==> config.mk <==
export PLATFORM = sky130hd
export DESIGN_NAME = led_div_ctrl
export DESIGN_NICKNAME = d
export VERILOG_FILES = /design/src/rtl/led_div_ctrl.sv
export SDC_FILE = /design/constraint.sdc
export NUM_CORES = 1
export LEC_CHECK = 0
export ABC_AREA = 1
export CORE_MARGIN = 10
export CORE_UTILIZATION = 35
export DETAILED_ROUTE_END_ITERATION = 6
export PLACE_DENSITY = 0.58
export SYNTH_ARGS = -nofsm -noshare
export SYNTH_HDL_FRONTEND = slang
export SYNTH_HIERARCHICAL = 1
export SYNTH_SLANG_ARGS = --single-unit
==> constraint.sdc <==
create_clock -name clk100 -period 3.6 [get_ports clk100]
set_input_delay 0.72 -clock clk100 [delete_from_list [all_inputs] [get_ports clk100]]
set_output_delay 0.72 -clock clk100 [all_outputs]
set_load 0.03 [all_outputs]
==> src/rtl/led_div_ctrl.sv <==
// -----------------------------------------------------------------------------
// led_div_ctrl
//   Pushbutton front end for the LED counter. Two raw buttons (up / down) are
//   synchronised, debounced and turned into press / auto-repeat events that
//   step a saturating 5-bit divisor. Every real change of the divisor is
//   flagged by a one-cycle write strobe, so the LED counter can latch div_o
//   on wren_o directly.
//
// Ports
//   clk100    in   1  100 MHz clock
//   rstn      in   1  asynchronous active-low reset (release must be clock-synchronous)
//   btn_up_i  in   1  raw up button, asynchronous, active high
//   btn_dn_i  in   1  raw down button, asynchronous, active high
//   div_o     out  5  current divisor (LED counter div input)
//   wren_o    out  1  high exactly in the first cycle div_o shows a new value
// -----------------------------------------------------------------------------

// -----------------------------------------------------------------------------
// led_div_btn
//   One button channel: 2-flop synchroniser, counter debouncer and the
//   press / auto-repeat event generator.
//
// Ports
//   clk100  in   1  clock
//   rstn    in   1  asynchronous active-low reset
//   btn_i   in   1  raw button level
//   ev_o    out  1  one-cycle event: press (db rising) or auto-repeat
// -----------------------------------------------------------------------------
module led_div_btn #(
  parameter int DEBOUNCE_CYC = 1_000_000,
  parameter int HOLD_CYC     = 50_000_000,
  parameter int REPEAT_CYC   = 20_000_000
) (
  input  logic clk100,
  input  logic rstn,
  input  logic btn_i,
  output logic ev_o
);

  // Debounce counter only has to reach DEBOUNCE_CYC-1.
  localparam int DCNT_W = (DEBOUNCE_CYC > 1) ? $clog2(DEBOUNCE_CYC) : 1;
  localparam logic [DCNT_W-1:0] DCNT_LAST =
    DCNT_W'((DEBOUNCE_CYC > 0) ? DEBOUNCE_CYC - 1 : 0);

  // Repeat counter spans the longer of the two intervals and parks at its
  // top value instead of wrapping (relevant when auto-repeat is disabled).
  localparam int RCNT_MAX = (HOLD_CYC > REPEAT_CYC) ? HOLD_CYC : REPEAT_CYC;
  localparam int RCNT_W   = (RCNT_MAX > 0) ? $clog2(RCNT_MAX + 1) : 1;
  localparam logic [RCNT_W-1:0] RCNT_TOP  = RCNT_W'(RCNT_MAX);
  localparam logic [RCNT_W-1:0] HOLD_LAST = RCNT_W'((HOLD_CYC > 0) ? HOLD_CYC - 1 : 0);
  localparam logic [RCNT_W-1:0] REP_LAST  = RCNT_W'((REPEAT_CYC > 0) ? REPEAT_CYC - 1 : 0);
  localparam bit RPT_EN = (REPEAT_CYC != 0);

  logic              s1_q, s1_d;
  logic              s2_q, s2_d;
  logic              db_q, db_d;
  logic              db_prev_q, db_prev_d;
  logic [DCNT_W-1:0] dcnt_q, dcnt_d;
  logic [RCNT_W-1:0] rcnt_q, rcnt_d;
  logic              rep_q, rep_d;     // first auto-repeat of this hold already fired
  logic              press;
  logic              rpt_ev;

  always_ff @(posedge clk100 or negedge rstn) begin
    if (!rstn) begin
      s1_q      <= 1'b0;
      s2_q      <= 1'b0;
      db_q      <= 1'b0;
      db_prev_q <= 1'b0;
      dcnt_q    <= '0;
      rcnt_q    <= '0;
      rep_q     <= 1'b0;
    end else begin
      s1_q      <= s1_d;
      s2_q      <= s2_d;
      db_q      <= db_d;
      db_prev_q <= db_prev_d;
      dcnt_q    <= dcnt_d;
      rcnt_q    <= rcnt_d;
      rep_q     <= rep_d;
    end
  end

  // Synchroniser and debouncer. Any sample agreeing with the accepted level
  // restarts the stability count, so a bounce back always clears dcnt.
  always_comb begin
    s1_d      = btn_i;
    s2_d      = s1_q;
    db_prev_d = db_q;
    db_d      = db_q;
    dcnt_d    = dcnt_q;
    if (s2_q == db_q) begin
      dcnt_d = '0;
    end else if (dcnt_q == DCNT_LAST) begin
      db_d   = s2_q;
      dcnt_d = '0;
    end else begin
      dcnt_d = dcnt_q + DCNT_W'(1);
    end
  end

  assign press = db_q & ~db_prev_q;

  // rcnt holds 0 in the event cycle, so the first repeat lands HOLD_CYC
  // cycles after the press and later ones REPEAT_CYC cycles apart.
  always_comb begin
    rpt_ev = 1'b0;
    if (RPT_EN && db_q && !press)
      rpt_ev = rep_q ? (rcnt_q == REP_LAST) : (rcnt_q == HOLD_LAST);

    rcnt_d = rcnt_q;
    if (!db_q || press || rpt_ev)
      rcnt_d = '0;
    else if (rcnt_q != RCNT_TOP)
      rcnt_d = rcnt_q + RCNT_W'(1);

    rep_d = rep_q;
    if (!db_q || press)
      rep_d = 1'b0;
    else if (rpt_ev)
      rep_d = 1'b1;
  end

  assign ev_o = press | rpt_ev;

endmodule

module led_div_ctrl #(
  parameter int         DEBOUNCE_CYC = 1_000_000,
  parameter int         HOLD_CYC     = 50_000_000,
  parameter int         REPEAT_CYC   = 20_000_000,
  parameter logic [4:0] DIV_INIT     = 5'd1,
  parameter logic [4:0] DIV_MIN      = 5'd0,
  parameter logic [4:0] DIV_MAX      = 5'd31
) (
  input  logic       clk100,
  input  logic       rstn,
  input  logic       btn_up_i,
  input  logic       btn_dn_i,
  output logic [4:0] div_o,
  output logic       wren_o
);

  localparam int NUM_BTN = 2;

  logic [NUM_BTN-1:0] btn_raw;   // [0] = up, [1] = down
  logic [NUM_BTN-1:0] ev;
  logic [4:0]         div_q, div_d;
  logic               wren_q, wren_d;

  assign btn_raw = {btn_dn_i, btn_up_i};

  led_div_btn #(
    .DEBOUNCE_CYC (DEBOUNCE_CYC),
    .HOLD_CYC     (HOLD_CYC),
    .REPEAT_CYC   (REPEAT_CYC)
  ) u_btn [NUM_BTN-1:0] (
    .clk100 (clk100),
    .rstn   (rstn),
    .btn_i  (btn_raw),
    .ev_o   (ev)
  );

  always_ff @(posedge clk100 or negedge rstn) begin
    if (!rstn) begin
      div_q  <= DIV_INIT;
      wren_q <= 1'b0;
    end else begin
      div_q  <= div_d;
      wren_q <= wren_d;
    end
  end

  // Simultaneous up and down events cancel. The strobe follows the value:
  // a saturated step leaves div untouched and raises no strobe.
  always_comb begin
    div_d  = div_q;
    wren_d = 1'b0;
    unique case (ev)
      2'b01: begin
        if (div_q < DIV_MAX) begin
          div_d  = div_q + 5'd1;
          wren_d = 1'b1;
        end
      end
      2'b10: begin
        if (div_q > DIV_MIN) begin
          div_d  = div_q - 5'd1;
          wren_d = 1'b1;
        end
      end
      default: ;
    endcase
  end

  assign div_o  = div_q;
  assign wren_o = wren_q;

endmodule

==> flow_metrics.tcl <==
set metrics [dict create \
    grt.total_usage 0.129 \
    diodes 0 \
    synth_edf_count 0 \
    syn_to_final_growth_pct 9.63 \
    mappedNetlistNets 954 \
    worst_ep_arrival_time_ps 3170 \
    yosys-mux-area-fraction 0 \
    slew_violations 0 \
    path_clk_slew_ps 70 \
    synth_top_family_by_area "simple AND/OR/NAND/NOR gates" \
    outcome "completed" \
    die-area_mm2 0.0250 \
    slew_headroom 0.541 \
    start_util 0.356 \
    fin_hold_ws_ps 353 \
    first_iter_violations 546 \
    synth_warnings 6 \
    synth_adder_area_share 0.0206 \
    max_clock_freq_ghz 0.341 \
    antenna_found_initial 0 \
    wl_mm 15.0 \
    core_area_mm2 0.0188 \
    finalSetupViolations 0 \
    path_max_fanout 6 \
    hold_path.class "flip-flop to flip-flop" \
    cts_resized 0 \
    worstSetupEndpointType "flip-flop" \
    async_reset_ff_frac 1.00 \
    ios 10 \
    synthSimpleGateAreaFrac 0.413 \
    nets 971 \
    peakVddDrop_uv 221 \
    clock_path_buffers 2 \
    synthCells 939 \
    ant_nets 0 \
    post-synth-top-area-cell "dfrtp_1" \
    fill_cells 1999 \
    critical_path_required_ps 3840 \
    start_kind "flip-flop" \
    synth_common_cells "nand2_1, nor2_1, inv_1" \
    synth.cell_area_mm2 0.00668 \
    synth_compound_area_frac 0.0206 \
    p_per_area_mw_per_mm2 324 \
    cts_setup_buffers 0 \
    clock_skew_ps 11.3 \
    leakage_nw 3.01 \
    viasPerCell 4.76 \
    cts_tree "yes" \
    yosys-top-cells-area "dfrtp_1, nand2_1, nor2_1, inv_1, xor2_1" \
    yosysSeqAreaShare 0.405 \
    maxCapViolations 0 \
    ys_types 34 \
    wl_per_cell_um 12.5 \
    clkLatencyLatePin_ps 350 \
    drive_above_1_share 0.0978 \
    grt_pass1_vias 5496 \
    rows 50 \
    dr.pass1.iters 5 \
    gp_congestion 0.925 \
    rsz0062_at_grt "no" \
    hold_buffers 0 \
    syn_area_per_cell_um2 7.11 \
    cts_max_level 3 \
    dieWidth_um 158 \
    yosysMostFrequentCell "nand2_1" \
    final.setup.tns_ps 0 \
    vias 5684 \
    hpwlAfterDp_mm 11.2 \
    worst_pin_slew_ps 689 \
    die-height_um 158 \
    period_share 0.815 \
    route.detailed.drc 0 \
    critPathKind "flip-flop to flip-flop" \
    min_period_ps 2930 \
    cts-root-buf "clkbuf_16" \
    grt_pass1_wl_mm 26.6 \
    grt_overflow 0 \
    synth_flop_cell "dfrtp_1" \
    cts_sinks 108 \
    cts_buffers 9 \
    synth-seq-cells 108 \
    hold_viol_final 0 \
    synth-xor-area-share 0.0642 \
    grt_max_degree 58 \
    synth_top_area_share 0.401 \
    portBuffers 9 \
]
==> logic make-up after synthesis <==
group | Yosys count
compound gates | 23
xor+xnor | 49
fa+ha+maj | 11
buf+inv | 120
flops | 108
simple gates | 628
==> placed cells by master (no fill, tap or decap), types with 2 or more instances in the layout <==
master and count:
a21boi_0 2, o21ai_0 7, dfrtp_1 107, clkbuf_16 9, inv_1 111, nand4_1 16, ha_1 11, nor3_1 28
nand2_1 273, inv_2 4, nand2_2 8, xor2_1 40, nor3_2 2, xnor2_1 9, nand3_2 5, nand3b_1 2
nand3_1 59, a21oi_1 9, clkdlybuf4s50_1 8, clkinv_2 2, nand2_4 2, nor2_1 179, o21bai_1 2, nor2_2 47
bufinv_16 2
==> stage by stage <==
step | total power, mW | instances | worst slack (ps) | utilization | area, um^2
2_1_floorplan | 1.27 | 939 | 983 | - | 6680
3_3_place_gp | 1.31 | 1179 | 752 | 0.373 | 7000
3_5_place_dp | 1.31 | 1179 | 663 | 0.373 | 7000
4_1_cts | 2.42 | 1195 | 637 | 0.390 | 7320
5_1_grt | 2.47 | 1195 | 252 | 0.390 | 7320
6_report | 2.37 | 1195 | 665 | 0.390 | 7320
==> sequential cells by signal, indices dropped and copies added (netlist names) <==
| signal | cells |
|---|---|
| div_o | 5 |
| u_btn/rep_q | 2 |
| u_btn/s2_q | 2 |
| wren_o | 1 |
| u_btn/rcnt_q | 52 |
| u_btn/dcnt_q | 40 |
| u_btn/db_prev_d | 2 |
| u_btn/s1_q | 2 |
| u_btn/db_prev_q | 2 |
==> final timing paths <==
kind / cells past startpoint / startpoint / to / slack (ps)
worst max-delay path: 18 / u_btn[1]/rcnt_q[0] / div_o[4] / 670
worst min-delay path: 0 / u_btn[0]/s1_q / u_btn[0]/s2_q / 350
worst max register to register: 18 / u_btn[1]/rcnt_q[0] / div_o[4] / 670
worst min register to register: 0 / u_btn[0]/s1_q / u_btn[0]/s2_q / 350
max in group asynchronous: 2 / rstn / div_o[0] / 2410
min in group asynchronous: 1 / rstn / u_btn[0]/rcnt_q[20] / 400
==> worst max-delay path, cell delays in order, from the launching register on <==
cell      delay, ps
dfrtp_1         430
ha_1            320
nand3_2         130
nor2_4          160
nand2_2          70
nor2_2          100
nand3_2         110
a21boi_0        320
ha_1            320
nor2_1           70
nor2_1          150
ha_1            170
inv_1            40
nand2_1          90
nand3_1         100
nand3b_1         90
nand2_1          50
nand2_1          50
nand2_1          50
==> power by group <==
part           internal (mW)  switching (mW)
combinational         0.0128          0.0389
clock                  0.616           0.477
sequential              1.22         0.00633
==> cell type report <==
type	count	area (um^2)	share of cell area
clock buffers	9	225	0.0308
multi-input cells	711	3460	0.473
clock inverters	7	97.6	0.0133
well taps	234	293	0.0400
inverters	116	435	0.0595
repair buffers	10	108	0.0147
flip-flops and latches	108	2700	0.369
==> metal layers <==
layer	global-route usage	routed length [um]	vias to the layer above
li1	-	-	2930
met1	0.181	7370	2626
met2	0.200	6720	111
met3	0.0185	612	17
met4	0.0428	250	0
met5	0	0	-
Note: power is estimated with default switching activity, not from simulation.
